--- src/rtl/fft_pkg.sv ---
// Shared definitions for the radix-2 FFT stage sequencers.
//   state_t       : sequencer FSM encoding
//   bfly_idx_t    : operand addresses and twiddle index of one butterfly
//   bfly_index()  : addrA / addrB / fi for butterfly k of stage s
//   sat_to()      : clamp a 33-bit signed value to a w-bit signed range
//   round_shift() : (v + rnd) >>> 1
package fft_pkg;

  typedef enum logic [2:0] {
    ST_IDLE, ST_RD_A, ST_RD_B, ST_ISSUE, ST_WAIT, ST_WR_TOP, ST_WR_BOT, ST_DONE
  } state_t;

  typedef struct packed {
    logic [7:0] addr_a;
    logic [7:0] addr_b;
    logic [7:0] fi;
  } bfly_idx_t;

  // span = 2^s; A sits at grp*2*span + pos, B one span above it.
  // When s is out of range the fi shift amount wraps large and fi reads 0.
  function automatic bfly_idx_t bfly_index(input logic [7:0] k, input logic [3:0] s,
                                           input logic [3:0] log2n);
    bfly_idx_t  r;
    logic [7:0] span, pos, grp;
    span     = 8'd1 << s;
    pos      = k & (span - 8'd1);
    grp      = k >> s;
    r.addr_a = (grp << (s + 4'd1)) | pos;
    r.addr_b = r.addr_a + span;
    r.fi     = pos << (log2n - 4'd1 - s);
    return r;
  endfunction

  function automatic logic signed [31:0] sat_to(input logic signed [32:0] v,
                                                input int unsigned w);
    logic signed [32:0] hi, lo;
    hi = (33'sd1 <<< (w - 1)) - 33'sd1;
    lo = -(33'sd1 <<< (w - 1));
    if (v > hi) return hi[31:0];
    else if (v < lo) return lo[31:0];
    else return v[31:0];
  endfunction

  function automatic logic signed [31:0] round_shift(input logic signed [32:0] v,
                                                     input logic rnd);
    logic signed [32:0] t;
    t = v + $signed({32'd0, rnd});
    t = t >>> 1;
    return t[31:0];
  endfunction

endpackage

--- src/rtl/fft_r2_stage_seq_if.sv ---
// Bus bundle between the stage sequencer and its environment (start/status,
// working-memory read/write ports, twiddle multiplier request/response).
//   master : the sequencer (drives o_*, samples i_*)
//   slave  : memory / multiplier / controller side
interface fft_r2_stage_seq_if #(
  parameter int SIZE_DATA_FI  = 3,
  parameter int DATA_FFT_SIZE = 16
);
  logic                            i_start;
  logic [3:0]                      i_stage;
  logic                            o_busy;
  logic                            o_done;
  logic                            o_error;
  logic                            o_rd_en;
  logic [SIZE_DATA_FI-1:0]         o_rd_addr;
  logic signed [DATA_FFT_SIZE-1:0] i_rd_data_i;
  logic signed [DATA_FFT_SIZE-1:0] i_rd_data_q;
  logic                            o_wr_en;
  logic [SIZE_DATA_FI-1:0]         o_wr_addr;
  logic signed [DATA_FFT_SIZE-1:0] o_wr_data_i;
  logic signed [DATA_FFT_SIZE-1:0] o_wr_data_q;
  logic                            o_mul_en;
  logic signed [DATA_FFT_SIZE-1:0] o_mul_data_i;
  logic signed [DATA_FFT_SIZE-1:0] o_mul_data_q;
  logic [15:0]                     o_mul_fi_deg;
  logic signed [DATA_FFT_SIZE-1:0] i_mul_res_i;
  logic signed [DATA_FFT_SIZE-1:0] i_mul_res_q;
  logic                            i_mul_valid;

  modport master (
    input  i_start, i_stage, i_rd_data_i, i_rd_data_q, i_mul_res_i, i_mul_res_q, i_mul_valid,
    output o_busy, o_done, o_error, o_rd_en, o_rd_addr, o_wr_en, o_wr_addr,
           o_wr_data_i, o_wr_data_q, o_mul_en, o_mul_data_i, o_mul_data_q, o_mul_fi_deg
  );

  modport slave (
    output i_start, i_stage, i_rd_data_i, i_rd_data_q, i_mul_res_i, i_mul_res_q, i_mul_valid,
    input  o_busy, o_done, o_error, o_rd_en, o_rd_addr, o_wr_en, o_wr_addr,
           o_wr_data_i, o_wr_data_q, o_mul_en, o_mul_data_i, o_mul_data_q, o_mul_fi_deg
  );
endinterface

--- src/rtl/fft_bfly_addsub.sv ---
// Butterfly combine for one component: top = A + P, bot = A - P, formed at
// W+1 bits, then either halved (optional round-half-up) or saturated to W bits.
//   a, p     : in  W-bit signed operands (A and the twiddled product)
//   top, bot : out W-bit signed results
module fft_bfly_addsub
  import fft_pkg::*;
#(
  parameter int W         = 16,
  parameter int SCALE     = 1,
  parameter int USE_ROUND = 1
) (
  input  logic signed [W-1:0] a,
  input  logic signed [W-1:0] p,
  output logic signed [W-1:0] top,
  output logic signed [W-1:0] bot
);
  logic signed [W:0]  sum, dif;
  logic signed [32:0] sum_x, dif_x;
  logic signed [31:0] top_x, bot_x;

  assign sum   = $signed({a[W-1], a}) + $signed({p[W-1], p});
  assign dif   = $signed({a[W-1], a}) - $signed({p[W-1], p});
  assign sum_x = {{(32-W){sum[W]}}, sum};
  assign dif_x = {{(32-W){dif[W]}}, dif};

  always_comb begin
    if (SCALE != 0) begin
      top_x = round_shift(sum_x, USE_ROUND != 0);
      bot_x = round_shift(dif_x, USE_ROUND != 0);
    end else begin
      top_x = sat_to(sum_x, W);
      bot_x = sat_to(dif_x, W);
    end
  end

  assign top = top_x[W-1:0];
  assign bot = bot_x[W-1:0];
endmodule

--- src/rtl/fft_r2_stage_seq.sv ---
// Sequencer for one radix-2 DIT FFT stage. For each butterfly k it reads A and
// B from the working memory, hands B and the twiddle index to the multiplier,
// waits for W*B, and writes A+W*B / A-W*B back in place.
//   i_clk, i_rst : clock, synchronous active-high reset
//   bus (master) : start/stage in, busy/done/error out, memory rd/wr ports,
//                  multiplier request (en/data/fi_deg) and response (res/valid)
//
// state     | meaning
// IDLE      | waiting for i_start
// RD_A      | read strobe for operand A
// RD_B      | read strobe for operand B, capture A
// ISSUE     | one-cycle multiplier request with B (straight off the read bus)
// WAIT      | waiting for product, bounded by MULT_TIMEOUT
// WR_TOP    | write A + W*B at addrA
// WR_BOT    | write A - W*B at addrB, advance k or finish
// DONE      | one-cycle done pulse
module fft_r2_stage_seq
  import fft_pkg::*;
#(
  parameter int SIZE_DATA_FI  = 3,
  parameter int DATA_FFT_SIZE = 16,
  parameter int SCALE         = 1,
  parameter int USE_ROUND     = 1,
  parameter int MULT_TIMEOUT  = 64
) (
  input logic i_clk,
  input logic i_rst,
  fft_r2_stage_seq_if.master bus
);
  localparam int KW = SIZE_DATA_FI - 1;
  localparam int TW = $clog2(MULT_TIMEOUT + 1);
  localparam logic [KW-1:0] K_LAST = '1;
  localparam logic [KW-1:0] K_ONE  = KW'(1);
  localparam logic [TW-1:0] T_LAST = TW'(MULT_TIMEOUT - 1);
  localparam logic [TW-1:0] T_ONE  = TW'(1);

  state_t                          state;
  logic [KW-1:0]                   k;
  logic [3:0]                      stage_r;
  logic [TW-1:0]                   tcnt;
  logic                            error_r;
  logic signed [DATA_FFT_SIZE-1:0] a_i, a_q, p_i, p_q;
  logic signed [DATA_FFT_SIZE-1:0] top_i, top_q, bot_i, bot_q;
  bfly_idx_t                       idx;

  assign idx = bfly_index(8'(k), stage_r, 4'(SIZE_DATA_FI));

  always_ff @(posedge i_clk) begin
    if (i_rst) begin
      state   <= ST_IDLE;
      k       <= '0;
      stage_r <= '0;
      tcnt    <= '0;
      error_r <= 1'b0;
      a_i     <= '0;
      a_q     <= '0;
      p_i     <= '0;
      p_q     <= '0;
    end else begin
      case (state)
        ST_IDLE: if (bus.i_start) begin
          stage_r <= bus.i_stage;
          k       <= '0;
          error_r <= 1'b0;
          if (bus.i_stage >= 4'(SIZE_DATA_FI)) begin
            error_r <= 1'b1;
            state   <= ST_DONE;
          end else begin
            state   <= ST_RD_A;
          end
        end
        ST_RD_A: state <= ST_RD_B;
        ST_RD_B: begin
          a_i   <= bus.i_rd_data_i;
          a_q   <= bus.i_rd_data_q;
          state <= ST_ISSUE;
        end
        ST_ISSUE: begin
          tcnt  <= '0;
          state <= ST_WAIT;
        end
        ST_WAIT: begin
          // A product arriving on the last allowed cycle still counts.
          if (bus.i_mul_valid) begin
            p_i   <= bus.i_mul_res_i;
            p_q   <= bus.i_mul_res_q;
            state <= ST_WR_TOP;
          end else if (tcnt == T_LAST) begin
            error_r <= 1'b1;
            state   <= ST_DONE;
          end else begin
            tcnt <= tcnt + T_ONE;
          end
        end
        ST_WR_TOP: state <= ST_WR_BOT;
        ST_WR_BOT: begin
          if (k == K_LAST) begin
            state <= ST_DONE;
          end else begin
            k     <= k + K_ONE;
            state <= ST_RD_A;
          end
        end
        ST_DONE: state <= ST_IDLE;
        default: state <= ST_IDLE;
      endcase
    end
  end

  fft_bfly_addsub #(.W(DATA_FFT_SIZE), .SCALE(SCALE), .USE_ROUND(USE_ROUND)) u_bfly_i (
    .a(a_i), .p(p_i), .top(top_i), .bot(bot_i)
  );
  fft_bfly_addsub #(.W(DATA_FFT_SIZE), .SCALE(SCALE), .USE_ROUND(USE_ROUND)) u_bfly_q (
    .a(a_q), .p(p_q), .top(top_q), .bot(bot_q)
  );

  // Outputs decode the registered state; the reset cycle forces them all low
  // so a reset landing on a write state cannot leak a strobe.
  always_comb begin
    bus.o_busy       = 1'b0;
    bus.o_done       = 1'b0;
    bus.o_error      = 1'b0;
    bus.o_rd_en      = 1'b0;
    bus.o_rd_addr    = '0;
    bus.o_wr_en      = 1'b0;
    bus.o_wr_addr    = '0;
    bus.o_wr_data_i  = '0;
    bus.o_wr_data_q  = '0;
    bus.o_mul_en     = 1'b0;
    bus.o_mul_data_i = '0;
    bus.o_mul_data_q = '0;
    bus.o_mul_fi_deg = '0;
    if (!i_rst) begin
      bus.o_busy  = (state != ST_IDLE);
      bus.o_error = error_r;
      case (state)
        ST_RD_A: begin
          bus.o_rd_en   = 1'b1;
          bus.o_rd_addr = idx.addr_a[SIZE_DATA_FI-1:0];
        end
        ST_RD_B: begin
          bus.o_rd_en   = 1'b1;
          bus.o_rd_addr = idx.addr_b[SIZE_DATA_FI-1:0];
        end
        ST_ISSUE: begin
          bus.o_mul_en     = 1'b1;
          bus.o_mul_data_i = bus.i_rd_data_i;
          bus.o_mul_data_q = bus.i_rd_data_q;
          bus.o_mul_fi_deg = {8'd0, idx.fi};
        end
        ST_WR_TOP: begin
          bus.o_wr_en     = 1'b1;
          bus.o_wr_addr   = idx.addr_a[SIZE_DATA_FI-1:0];
          bus.o_wr_data_i = top_i;
          bus.o_wr_data_q = top_q;
        end
        ST_WR_BOT: begin
          bus.o_wr_en     = 1'b1;
          bus.o_wr_addr   = idx.addr_b[SIZE_DATA_FI-1:0];
          bus.o_wr_data_i = bot_i;
          bus.o_wr_data_q = bot_q;
        end
        ST_DONE: bus.o_done = 1'b1;
        default: ;
      endcase
    end
  end
endmodule

--- src/flat_wrapper.sv ---
// flat-port wrapper written by rule: the top's interface ports become plain ports
module fft_r2_stage_seq_flat import fft_pkg::*;
#(
  parameter int SIZE_DATA_FI  = 3,
  parameter int DATA_FFT_SIZE = 16,
  parameter int SCALE         = 1,
  parameter int USE_ROUND     = 1,
  parameter int MULT_TIMEOUT  = 64
)
  (i_clk, i_rst, bus_i_start, bus_i_stage, bus_i_rd_data_i, bus_i_rd_data_q, bus_i_mul_res_i, bus_i_mul_res_q, bus_i_mul_valid, bus_o_busy, bus_o_done, bus_o_error, bus_o_rd_en, bus_o_rd_addr, bus_o_wr_en, bus_o_wr_addr, bus_o_wr_data_i, bus_o_wr_data_q, bus_o_mul_en, bus_o_mul_data_i, bus_o_mul_data_q, bus_o_mul_fi_deg);
  fft_r2_stage_seq_if #(.SIZE_DATA_FI(SIZE_DATA_FI), .DATA_FFT_SIZE(DATA_FFT_SIZE)) bus_i ();
  input logic i_clk;
  input logic i_rst;
  input wire logic [$bits(bus_i.i_start)-1:0] bus_i_start;
  input wire logic [$bits(bus_i.i_stage)-1:0] bus_i_stage;
  input wire logic [$bits(bus_i.i_rd_data_i)-1:0] bus_i_rd_data_i;
  input wire logic [$bits(bus_i.i_rd_data_q)-1:0] bus_i_rd_data_q;
  input wire logic [$bits(bus_i.i_mul_res_i)-1:0] bus_i_mul_res_i;
  input wire logic [$bits(bus_i.i_mul_res_q)-1:0] bus_i_mul_res_q;
  input wire logic [$bits(bus_i.i_mul_valid)-1:0] bus_i_mul_valid;
  output wire logic [$bits(bus_i.o_busy)-1:0] bus_o_busy;
  output wire logic [$bits(bus_i.o_done)-1:0] bus_o_done;
  output wire logic [$bits(bus_i.o_error)-1:0] bus_o_error;
  output wire logic [$bits(bus_i.o_rd_en)-1:0] bus_o_rd_en;
  output wire logic [$bits(bus_i.o_rd_addr)-1:0] bus_o_rd_addr;
  output wire logic [$bits(bus_i.o_wr_en)-1:0] bus_o_wr_en;
  output wire logic [$bits(bus_i.o_wr_addr)-1:0] bus_o_wr_addr;
  output wire logic [$bits(bus_i.o_wr_data_i)-1:0] bus_o_wr_data_i;
  output wire logic [$bits(bus_i.o_wr_data_q)-1:0] bus_o_wr_data_q;
  output wire logic [$bits(bus_i.o_mul_en)-1:0] bus_o_mul_en;
  output wire logic [$bits(bus_i.o_mul_data_i)-1:0] bus_o_mul_data_i;
  output wire logic [$bits(bus_i.o_mul_data_q)-1:0] bus_o_mul_data_q;
  output wire logic [$bits(bus_i.o_mul_fi_deg)-1:0] bus_o_mul_fi_deg;
  assign bus_i.i_start = bus_i_start;
  assign bus_i.i_stage = bus_i_stage;
  assign bus_i.i_rd_data_i = bus_i_rd_data_i;
  assign bus_i.i_rd_data_q = bus_i_rd_data_q;
  assign bus_i.i_mul_res_i = bus_i_mul_res_i;
  assign bus_i.i_mul_res_q = bus_i_mul_res_q;
  assign bus_i.i_mul_valid = bus_i_mul_valid;
  assign bus_o_busy = bus_i.o_busy;
  assign bus_o_done = bus_i.o_done;
  assign bus_o_error = bus_i.o_error;
  assign bus_o_rd_en = bus_i.o_rd_en;
  assign bus_o_rd_addr = bus_i.o_rd_addr;
  assign bus_o_wr_en = bus_i.o_wr_en;
  assign bus_o_wr_addr = bus_i.o_wr_addr;
  assign bus_o_wr_data_i = bus_i.o_wr_data_i;
  assign bus_o_wr_data_q = bus_i.o_wr_data_q;
  assign bus_o_mul_en = bus_i.o_mul_en;
  assign bus_o_mul_data_i = bus_i.o_mul_data_i;
  assign bus_o_mul_data_q = bus_i.o_mul_data_q;
  assign bus_o_mul_fi_deg = bus_i.o_mul_fi_deg;
  fft_r2_stage_seq #(.SIZE_DATA_FI(SIZE_DATA_FI), .DATA_FFT_SIZE(DATA_FFT_SIZE), .SCALE(SCALE), .USE_ROUND(USE_ROUND), .MULT_TIMEOUT(MULT_TIMEOUT)) u_core (.i_clk(i_clk), .i_rst(i_rst), .bus(bus_i));
endmodule
--- config.mk ---
export PLATFORM = sky130hd
export DESIGN_NAME = fft_r2_stage_seq_flat
export DESIGN_NICKNAME = d
export VERILOG_FILES = /design/src/rtl/fft_pkg.sv /design/src/rtl/fft_r2_stage_seq_if.sv /design/src/rtl/fft_bfly_addsub.sv /design/src/rtl/fft_r2_stage_seq.sv /design/src/flat_wrapper.sv
export SDC_FILE = /design/constraint.sdc
export NUM_CORES = 1
export LEC_CHECK = 0
export CAP_MARGIN = 20
export CELL_PAD_IN_SITES_DETAIL_PLACEMENT = 1
export CELL_PAD_IN_SITES_GLOBAL_PLACEMENT = 2
export CORE_ASPECT_RATIO = 0.7
export CORE_UTILIZATION = 31
export DETAILED_ROUTE_END_ITERATION = 10
export PLACE_DENSITY_LB_ADDON = 0.1
export SETUP_SLACK_MARGIN = 0.4
export SLEW_MARGIN = 20
export SYNTH_ARGS = -nofsm -noshare
export SYNTH_HDL_FRONTEND = slang
export SYNTH_SLANG_ARGS = --single-unit
--- constraint.sdc ---
create_clock -name i_clk -period 6.25 [get_ports i_clk]
set_input_delay 0.9375 -clock i_clk [delete_from_list [all_inputs] [get_ports i_clk]]
set_output_delay 0.9375 -clock i_clk [all_outputs]
set_load 0.02 [all_outputs]
==> results.yml, run 1 <==
cells_and_area:
  antenna-diode-count: 0
  fin_cells: 1443
  area_growth_syn_to_layout_pct: 29.1
  nNetsFinal: 1300
  fillCellCount: 2857
  share_of_post_route_cells_with_drive_strength_above_1_pct: 3.89
yosys:
  yosysSeqAreaShare_pct: 22.2
  post_synth_inst_count: 996
  synthesis.yosys.warnings: 0
  synth-edff-count: 0
  synthArstFlopShare_pct: 0
  netlist-cell-type-count: 68
  ys_seq_elements: 81
  syn_area_sq_mm: 0.00730
  dominantRegCellSynth: "sky130_fd_sc_hd__dfxtp_1"
  syn-mean-instance-area_sq_um: 7.33
route:
  route.vias.total: 7102
  detail_route.drc_violations: 0
  dr_wl_cell_um: 16.9
  detail_route.iter0.violations: 289
  detail_route.first_pass.iterations: 4
  drt_wl_total_um: 24300
  route.antenna.remaining_nets: 0
  routed_via_density: 4.92
clock_network:
  cts_tree: "yes"
  clkSlewWorstSetupHoldPaths_ns: 0.07
  clock_tree.buffer_depth: 2
  ctsHoldBuffers: 0
  htree_num_levels: 3
  cts.repair.resized: 0
  root_buffer: "sky130_fd_sc_hd__clkbuf_16"
  clock-sinks: 81
  cts_inserted_buffers: 9
  post-cts-setup-buffers: 0
  clock_latency_ns: 0.36
sta:
  setup_viol: 0
  worst_clock_skew_ns: 0.00613
  timing.max_slew.rel_slack_pct: 40.9
  hold_viol_final: 0
  fmax_ghz: 0.197
  fin_crit_sh_pct: 81.1
  rsz0062_at_grt: "false"
  final_period_minus_worst_setup_slack_ns: 5.07
  totalNegativeSetupSlack_ns: 0
  final-max-slew-violation-count: 0
  tightest_slew_ns: 0.886
grt:
  grt_pass1_vias: 7220
  antenna_found_initial: 0
  grt_overflow_total: 0
  grt_util_all_layers_pct: 20.8
  grt_first_pass_wirelength_um: 39000
  grt_max_degree: 70
pwr:
  power_density_mw_per_mm2: 267
  vdd_ir_drop_max_v: 0.000138
  p_leak_nw: 3.72
setup_path:
  timing.critical_path.cells: "inv_1 -> ha_1 -> inv_1 -> ha_1 -> fa_1 -> a21oi_1 -> o2111ai_1 -> a311oi_1 -> nor2_1 -> o21ai_0 -> a21o_1 -> nand3_1 -> a31oi_1 -> clkdlybuf4s50_1"
  reg2reg_from: "u_core.state[2]"
  worstPathMaxFanout: 3
  critical_path.n_buffers_inverters: 3
  path_depth: 14
  crit_path_end_kind: "output pin"
  capturing_element_of_the_worst_setup_path: "bus_o_wr_data_q[14]"
  critPathMaxStageDelay_ns: 0.65
  cp.arrival_ns: 4.13
  timing.reg2reg.setup_slack_ns: 3.73
  end_of_the_worst_register_to_register_path: "u_core.p_q[1]"
  cp_slowest_cell: "sky130_fd_sc_hd__clkdlybuf4s50_1"
  path_class: "reg -> out"
  crit_path_start: "u_core.a_q[1]"
  cp.required_ns: 5.31
  top_cell_family_by_delay_on_the_critical_path: "compound AO/OA/AOI/OAI gates"
  worst_setup_path_start_kind: "register"
  r2r_cells: 6
hold_path:
  min-delay-path-class: "reg -> reg"
die:
  floorplan.rows: 46
  chipWidth_um: 185
  coreArea_sq_mm: 0.0228
  fp.dieH_um: 130
  floorplan.die_area_sq_mm: 0.0242
  io_pins: 164
  initial_utilization_pct: 31.9
run:
  timing.max_cap.violations: 0
placed_design:
  io_buffer_count: 155
  placed_cells: 1427
  hpwl_um: 18500
  place.gp.congestion: 0.825
status:
  run_status: "finished, final reports clean"
-- Yosys cell counts, drive strengths merged, types with 3 or more instances --
cell	instances	share of area, %
nand2	170	8.7
a21oi	121	8.4
ha	97	17
nor2	87	4.5
dfxtp	81	22
inv	67	3.4
clkbuf	40	2.2
and2	38	3.3
xnor2	36	4.3
nor3	29	2.1
xor2	25	3.0
a22oi	21	2.2
o21ai	19	1.3
nand3	16	1.1
nand2b	14	1.2
o22ai	12	1.0
o21bai	11	1.1
buf	10	1.0
or3	8	0.75
a211oi	7	0.72
nor2b	7	0.60
a21o	6	0.62
and3	6	0.51
fa	5	1.4
nand4	5	0.43
nor3b	5	0.51
a221oi	4	0.48
o21a	4	0.41
a211o	3	0.36
a31oi	3	0.26
o31ai	3	0.38
or2b	3	0.34
-- worst min-delay path by stage --
stage	from	to	slack [ns]	cells after the start
floorplan	u_core.tcnt[1]	u_core.tcnt[1]	0.44	2
global placement	u_core.a_q[0]	u_core.a_q[0]	0.46	2
detailed placement	u_core.a_q[0]	u_core.a_q[0]	0.47	2
CTS	u_core.a_q[0]	u_core.a_q[0]	0.47	2
global route	u_core.a_i[0]	u_core.a_i[0]	0.50	2
finish	u_core.a_q[0]	u_core.a_q[0]	0.47	2
-- cell type report --
class,count,area (sq um),area share (%)
clock buffer,10,239,2.54
clock inverter,6,90.1,0.957
inverter,67,251,2.67
multi-input combinational,805,5220,55.5
sequential,81,1620,17.2
tap,312,390,4.15
timing repair buffer,162,1600,17.0
-- flip-flops by register name, summed over array words and instances, names as in the netlist --
signal,cells
u_core.error_r,1
u_core.p_q,16
u_core.a_i,16
u_core.a_q,16
u_core.tcnt,7
u_core.p_i,16
u_core.state,3
u_core.k,2
u_core.stage_r,4
-- per-layer routing --
| metal | track usage [%] | part of all wire, % | routed length, um |
|---|---|---|---|
| met2 | 31.3 | 40 | 9740 |
| met4 | 3.21 | 0.53 | 128 |
| met3 | 3.63 | 3.8 | 926 |
| met1 | 31.1 | 56 | 13500 |
| met5 | 0 | 0 | 0 |
-- per-stage QoR --
step           hold slack, ns  cell area (sq um)  worst slack [ns]  power (mW)  utilization, %
2_1_floorplan           0.444               7320              2.39        1.55               -
4_1_cts                 0.474               9420              1.15        2.54            41.2
5_1_grt                 0.501               9420             0.894        2.72            41.2
3_5_place_dp            0.465               9090              1.60        1.91            39.8
6_report                0.474               9420              1.18        2.51            41.2
3_3_place_gp            0.455               9090              1.66        1.90            39.8
-- cells in the final DEF (no fill, tap or decap), types with 7 or more instances in the layout --
cell	count
sky130_fd_sc_hd__dfxtp_1	81
sky130_fd_sc_hd__nand2_1	168
sky130_fd_sc_hd__clkbuf_16	9
sky130_fd_sc_hd__a22oi_1	21
sky130_fd_sc_hd__or3_1	7
sky130_fd_sc_hd__clkdlybuf4s50_1	154
sky130_fd_sc_hd__nand3_1	16
sky130_fd_sc_hd__o22ai_1	12
sky130_fd_sc_hd__a211oi_1	7
sky130_fd_sc_hd__conb_1	8
sky130_fd_sc_hd__buf_4	8
sky130_fd_sc_hd__o21bai_1	11
sky130_fd_sc_hd__o21ai_0	14
sky130_fd_sc_hd__xor2_1	25
sky130_fd_sc_hd__nand2b_1	13
sky130_fd_sc_hd__inv_1	66
sky130_fd_sc_hd__nor3_1	27
sky130_fd_sc_hd__a21oi_1	120
sky130_fd_sc_hd__ha_1	97
sky130_fd_sc_hd__nor2b_1	7
sky130_fd_sc_hd__xnor2_1	36
sky130_fd_sc_hd__and2_1	37
sky130_fd_sc_hd__nor2_1	87
-- power breakdown --
group / switching (mW) / internal, mW / total, mW
logic: 0.728 / 0.540 / 1.27
registers: 0.0616 / 0.568 / 0.630
clock network: 0.251 / 0.363 / 0.614
-- kinds of logic after synthesis --
kind of cell / share of synthesized area, %
buf+inv: 6.67
other cells: 0.0514
simple gates: 24.8
mux: 0.274
compound gates: 20.6
xor+xnor: 7.32
fa+ha+maj: 18.0
flops: 22.2
-- worst min-delay path: cells and delay by family (launching register included) --
| family | cells | cell delay [ns] |
|---|---|---|
| DFF | 1 | 0.32 |
| AOI/OAI and AO/OA | 1 | 0.05 |
| and+or+nand+nor | 1 | 0.06 |
(Power assumes the default switching activity.)
==> run 2: changes to the inputs <==
Settings changed: CORE_UTILIZATION 31 to 26.
Clock period 6.25 ns to 4.3 ns, I/O delays scaled along.
==> run 2 against run 1 <==
Compared with the run above:
- final cell count rose by 5.5%
- wire length rose by 6.8%
- die area rose by 19%
- non-clock buffer count rose by 27
- utilization fell by 4.5 points
- count of clock-buffer cells in the layout fell by 1
- cell area rose by 5.8%
- combinational power rose by 70%
- clock skew barely moved
- register-to-register slack got worse by 1.9 ns
- total power rose by 55%
- sequential share of layout area fell by 0.86 points
- largest cell class unchanged
- highest routed layer unchanged
==> results.yml, run 2 (same netlist as run 1, synthesis figures left out) <==
setup_path:
  worst_setup_path_start_kind: "register"
  end_of_the_worst_register_to_register_path: "u_core.p_q[1]"
  cp.arrival_ns: 3.15
  timing.reg2reg.setup_slack_ns: 1.79
  path_class: "reg -> out"
  crit_path_end_kind: "output pin"
  reg2reg_from: "u_core.state[2]"
  cp.required_ns: 3.65
  worstPathMaxFanout: 3
  r2r_cells: 6
placed_design:
  io_buffer_count: 155
  placed_cells: 1495
  hpwl_um: 19900
  placement.cell_area_sq_mm: 0.00927
  place.gp.congestion: 0.818
grt:
  grt_max_degree: 43
  grt_overflow_total: 0
  grt_util_all_layers_pct: 18.3
  grt_first_pass_wirelength_um: 41200
  antenna_found_initial: 0
  grt_pass1_vias: 7348
clock_network:
  clock-sinks: 81
  htree_num_levels: 3
  cts_tree: "yes"
  ctsHoldBuffers: 0
  root_buffer: "sky130_fd_sc_hd__clkbuf_16"
  clock_tree.buffer_depth: 2
  clkSlewWorstSetupHoldPaths_ns: 0.07
  cts_inserted_buffers: 9
  clock_latency_ns: 0.36
cells_and_area:
  multiInputGateArea_sq_mm: 0.00557
  fin_cells: 1522
  share_of_post_route_cells_with_drive_strength_above_1_pct: 12.1
  fillCellCount: 3316
  antenna-diode-count: 0
  ff_latch_area_sq_mm: 0.00163
  nNetsFinal: 1327
  layout_commonest_cell: "sky130_fd_sc_hd__nand2_1"
  finish.instance_area_sq_mm: 0.00996
  area_growth_syn_to_layout_pct: 36.6
  most-common-layout-cells: "sky130_fd_sc_hd__nand2_1, sky130_fd_sc_hd__clkdlybuf4s50_1, sky130_fd_sc_hd__a21oi_1, sky130_fd_sc_hd__nor2_1, sky130_fd_sc_hd__ha_1"
status:
  run_status: "finished, final reports clean"
sta:
  timing.max_slew.rel_slack_pct: 37.7
  hold_viol_final: 0
  worst_clock_skew_ns: 0.00581
  tightest_slew_ns: 0.931
  final_period_minus_worst_setup_slack_ns: 3.79
  setup_viol: 0
  fin_crit_sh_pct: 88.2
  totalNegativeSetupSlack_ns: 0
  rsz0062_at_grt: "true"
  final-max-slew-violation-count: 0
  fmax_ghz: 0.264
pwr:
  vdd_ir_drop_max_v: 0.000195
  p_leak_nw: 4.05
  power_density_mw_per_mm2: 392
die:
  fp.dieH_um: 142
  io_pins: 164
  chipWidth_um: 202
  coreArea_sq_mm: 0.0272
  floorplan.rows: 50
  floorplan.die_area_sq_mm: 0.0287
  initial_utilization_pct: 26.9
route:
  detail_route.iter0.violations: 269
  detail_route.drc_violations: 0
  detail_route.first_pass.iterations: 4
  route.vias.total: 7204
  route.antenna.remaining_nets: 0
  drt_wl_total_um: 26000
  routed_via_density: 4.73
  dr_wl_cell_um: 17.1
hold_path:
  worstHoldPathCells: 2
  worst_hold_path.endpoint: "u_core.p_i[2]"
  hp-start: "u_core.p_i[2]"
  min-delay-path-class: "reg -> reg"
run:
  timing.max_cap.violations: 0
-- run 2: cell count changes in the layout (fill, tap and decap cells not counted), moves of 5 or more --
cell and change:
sky130_fd_sc_hd__dfxtp_1 -5, sky130_fd_sc_hd__ha_4 +11, sky130_fd_sc_hd__dlygate4sd2_1 +10, sky130_fd_sc_hd__clkdlybuf4s50_1 -27, sky130_fd_sc_hd__buf_4 +31, sky130_fd_sc_hd__ha_1 -18
sky130_fd_sc_hd__clkbuf_2 +5, sky130_fd_sc_hd__ha_2 +7
-- run 2: stage by stage --
step	worst slack [ns]	util (%)	power, mW	hold WS, ns
floorplan	0.731	-	2.26	0.444
global placement	0.116	34.2	2.86	0.456
detailed placement	0.0281	34.2	2.87	0.467
CTS	0.205	35.6	3.80	0.479
global route	0.306	36.7	4.22	0.492
finish	0.508	36.7	3.90	0.475
-- run 2: cell type report --
cell class	count	share of cell area, %
Tap cell	364	4.57
Clock inverter	7	0.791
Inverter	67	2.55
Timing Repair Buffer	189	17.6
Clock buffer	9	2.26
Multi-Input combinational cell	805	55.9
Sequential cell	81	16.4
-- run 2: layer usage --
metal  up-vias  GRT usage, %  share of wire [%]
li1       3676             -                  -
met3        17          3.32                4.1
met2       118          26.2                 40
met5         -             0                  0
met4         0          3.09               0.81
met1      3393          28.1                 55
-- run 2: what timing repair did --
action | CTS | global route
endpoints found under the hold margin | 0 | 0
gates resized for setup | 81 | 64
pin swaps | 6 | 24
setup endpoints to repair | 28 | 23
setup buffers | 2 | 9
-- run 2: worst max path at each step --
stage / from / to / cells past startpoint / slack (ns)
CTS: u_core.a_q[1] / bus_o_wr_data_q[14] / 14 / 0.20
global placement: u_core.a_q[1] / bus_o_wr_data_q[14] / 14 / 0.12
detailed placement: u_core.a_q[1] / bus_o_wr_data_q[14] / 14 / 0.03
finish: u_core.p_i[0] / bus_o_wr_data_i[15] / 12 / 0.51
floorplan: u_core.a_q[1] / bus_o_wr_data_q[14] / 13 / 0.73
global route: u_core.p_i[0] / bus_o_wr_data_i[15] / 12 / 0.31
-- run 2: power by group --
part	switching (mW)	internal (mW)	total, mW
Sequential	0.0927	0.827	0.919
Clock	0.373	0.457	0.830
Combinational	1.18	0.972	2.16
Total	1.65	2.25	3.90
-- run 2: critical path, stage by stage (launching register included) --
cell and delay (ns):
sky130_fd_sc_hd__dfxtp_1 0.33, sky130_fd_sc_hd__nor2_2 0.19, sky130_fd_sc_hd__fa_1 0.27, sky130_fd_sc_hd__nor2_1 0.08, sky130_fd_sc_hd__o311a_1 0.31, sky130_fd_sc_hd__a31o_2 0.29
sky130_fd_sc_hd__o41ai_4 0.28, sky130_fd_sc_hd__buf_4 0.19, sky130_fd_sc_hd__o31ai_4 0.07, sky130_fd_sc_hd__a2111oi_4 0.36, sky130_fd_sc_hd__a21oi_2 0.05, sky130_fd_sc_hd__o22ai_1 0.18
sky130_fd_sc_hd__buf_4 0.18
==> run 3: changes to the inputs <==
Settings changed: CORE_MARGIN from default to 3, TNS_END_PERCENT from default to 100.
==> run 3 against run 2 <==
Compared with the run above:
- worst setup slack worse by 0.059 ns
- count of clock-buffer cells in the layout stayed put
- critical path depth is 1 lower
- worst hold slack worse by 0.0024 ns
- sequential share of layout area hardly changed
- maximum frequency is 1.5% lower
- total power is 0.70% lower
- register-to-register slack better by 0.02 ns
- cell area hardly changed
- non-clock buffer count is 1 lower
- clock skew hardly changed
- utilization hardly changed
- largest power group unchanged
- highest routed layer unchanged
==> results.yml, run 3 (same netlist as run 1, synthesis figures left out) <==
setup_path:
  reg2reg_from: "u_core.state[2]"
  crit_path_start: "u_core.p_i[6]"
  cp.required_ns: 3.65
  worst_setup_path_start_kind: "register"
  worstPathMaxFanout: 8
  cp.arrival_ns: 3.21
  crit_path_end_kind: "output pin"
  path_class: "reg -> out"
cells_and_area:
  area_growth_syn_to_layout_pct: 36.5
  postLayoutCoreUtil_pct: 36.7
  multiInputGateArea_sq_mm: 0.00556
  antenna-diode-count: 0
  layout_commonest_cell: "sky130_fd_sc_hd__nand2_1"
  finish.instance_area_sq_mm: 0.00996
  nNetsFinal: 1326
  ff_latch_area_sq_mm: 0.00163
  fin_cells: 1521
  share_of_post_route_cells_with_drive_strength_above_1_pct: 11.7
  most-common-layout-cells: "sky130_fd_sc_hd__nand2_1, sky130_fd_sc_hd__clkdlybuf4s50_1, sky130_fd_sc_hd__a21oi_1, sky130_fd_sc_hd__nor2_1, sky130_fd_sc_hd__ha_1"
  fillCellCount: 3320
hold_path:
  min-delay-path-class: "reg -> reg"
  hp-start: "u_core.p_i[0]"
die:
  chipWidth_um: 206
  io_pins: 164
  floorplan.die_area_sq_mm: 0.0301
  floorplan.rows: 50
  initial_utilization_pct: 26.9
  fp.dieH_um: 146
  coreArea_sq_mm: 0.0272
pwr:
  total_power_mw: 3.88
  power_density_mw_per_mm2: 389
  clkPwrFrac_pct: 21.2
  power_share_of_the_combinational_group_pct: 55.1
  switching_power_mw: 1.63
  share_seq_of_total_power_pct: 23.7
  power.internal_mw: 2.25
  vdd_ir_drop_max_v: 0.000191
  switching_share_pct: 42.0
  p_leak_nw: 4.09
clock_network:
  root_buffer: "sky130_fd_sc_hd__clkbuf_16"
  clkSlewWorstSetupHoldPaths_ns: 0.06
  clock_latency_ns: 0.36
  htree_num_levels: 3
  cts_tree: "yes"
  clock-sinks: 81
  cts_inserted_buffers: 9
  clock_tree.buffer_depth: 2
route:
  drt_wl_total_um: 26200
  detail_route.iter0.violations: 274
  route.vias.total: 7151
  detail_route.drc_violations: 0
  route.antenna.remaining_nets: 0
  routed_via_density: 4.70
  detail_route.first_pass.iterations: 4
  dr_wl_cell_um: 17.2
grt:
  grt_pass1_vias: 7301
  grt_max_degree: 42
  grt_overflow_total: 0
  antenna_found_initial: 0
  grt_util_all_layers_pct: 17.3
  grt_first_pass_wirelength_um: 41300
sta:
  worst_hold_slack_ns: 0.473
  final-max-slew-violation-count: 0
  timing.max_slew.rel_slack_pct: 40.0
  rsz0062_at_grt: "true"
  setup_slack_ns: 0.450
  setup_viol: 0
  worst_clock_skew_ns: 0.00560
  fin_crit_sh_pct: 89.5
  hold_viol_final: 0
  totalNegativeSetupSlack_ns: 0
  final_period_minus_worst_setup_slack_ns: 3.85
  fmax_ghz: 0.260
  tightest_slew_ns: 0.897
run:
  timing.max_cap.violations: 0
placed_design:
  place.gp.congestion: 0.755
  placement.cell_area_sq_mm: 0.00929
  io_buffer_count: 155
  placed_cells: 1497
  hpwl_um: 20000
  placement.setup.worst_slack_ns: 0.0382
status:
  run_status: "finished, final reports clean"
-- run 3: cell types whose count changed in the layout (fill, tap and decap cells not counted), moves of 3 or more --
cell	delta
sky130_fd_sc_hd__dlygate4sd2_1	-4
sky130_fd_sc_hd__dlymetal6s2s_1	+3
sky130_fd_sc_hd__ha_1	+5
sky130_fd_sc_hd__ha_2	-3
-- run 3: power groups by stage --
stage / logic, mW / clock network (mW) / registers (mW)
2_1_floorplan: 1.37 / 0 / 0.887
3_3_place_gp: 1.92 / 0 / 0.926
3_5_place_dp: 1.92 / 0 / 0.930
4_1_cts: 2.00 / 0.865 / 0.914
5_1_grt: 2.38 / 0.886 / 0.933
6_report: 2.14 / 0.821 / 0.918
-- run 3: final timing paths --
kind | to | slack [ns] | cells after the start
worst min register to register | u_core.p_i[0] | 0.47 | 2
worst max-delay path | bus_o_wr_data_i[15] | 0.45 | 11
worst max register to register | u_core.p_q[1] | 1.81 | 6
worst min-delay path | u_core.p_i[0] | 0.47 | 2
-- run 3: layout make-up --
class / count / area share [%]
inverter: 67 / 2.55
tap: 364 / 4.57
timing repair buffer: 188 / 17.6
multi-input combinational: 805 / 55.8
clock buffer: 9 / 2.26
clock inverter: 7 / 0.779
sequential: 81 / 16.4
-- run 3: critical path, stage by stage, from the launching register on --
cell and delay [ns]:
sky130_fd_sc_hd__dfxtp_1 0.39, sky130_fd_sc_hd__inv_1 0.06, sky130_fd_sc_hd__ha_1 0.43, sky130_fd_sc_hd__and2b_1 0.21, sky130_fd_sc_hd__o21a_1 0.16, sky130_fd_sc_hd__a31o_1 0.27, sky130_fd_sc_hd__o41ai_4 0.40, sky130_fd_sc_hd__o31ai_2 0.15
sky130_fd_sc_hd__a2111oi_4 0.39, sky130_fd_sc_hd__a21oi_2 0.06, sky130_fd_sc_hd__o22ai_2 0.15, sky130_fd_sc_hd__buf_4 0.17
-- run 3: per-layer routing --
| layer | share of wire [%] | global-route usage (%) | up-vias | routed length, um |
|---|---|---|---|---|
| li1 | - | - | 3685 | - |
| met1 | 55 | 26.4 | 3348 | 14500 |
| met2 | 40 | 25.1 | 106 | 10500 |
| met3 | 3.7 | 3.37 | 12 | 963 |
| met4 | 0.95 | 3.15 | 0 | 248 |
| met5 | 0 | 0 | - | 0 |
-- run 3: repair_timing --
| item | 4_1_cts | 5_1_grt |
|---|---|---|
| hold buffers | 0 | 0 |
| endpoints found under the setup margin | 27 | 25 |
| pin swaps | 11 | 22 |
| setup buffers | 3 | 5 |
| gates resized for setup | 76 | 62 |
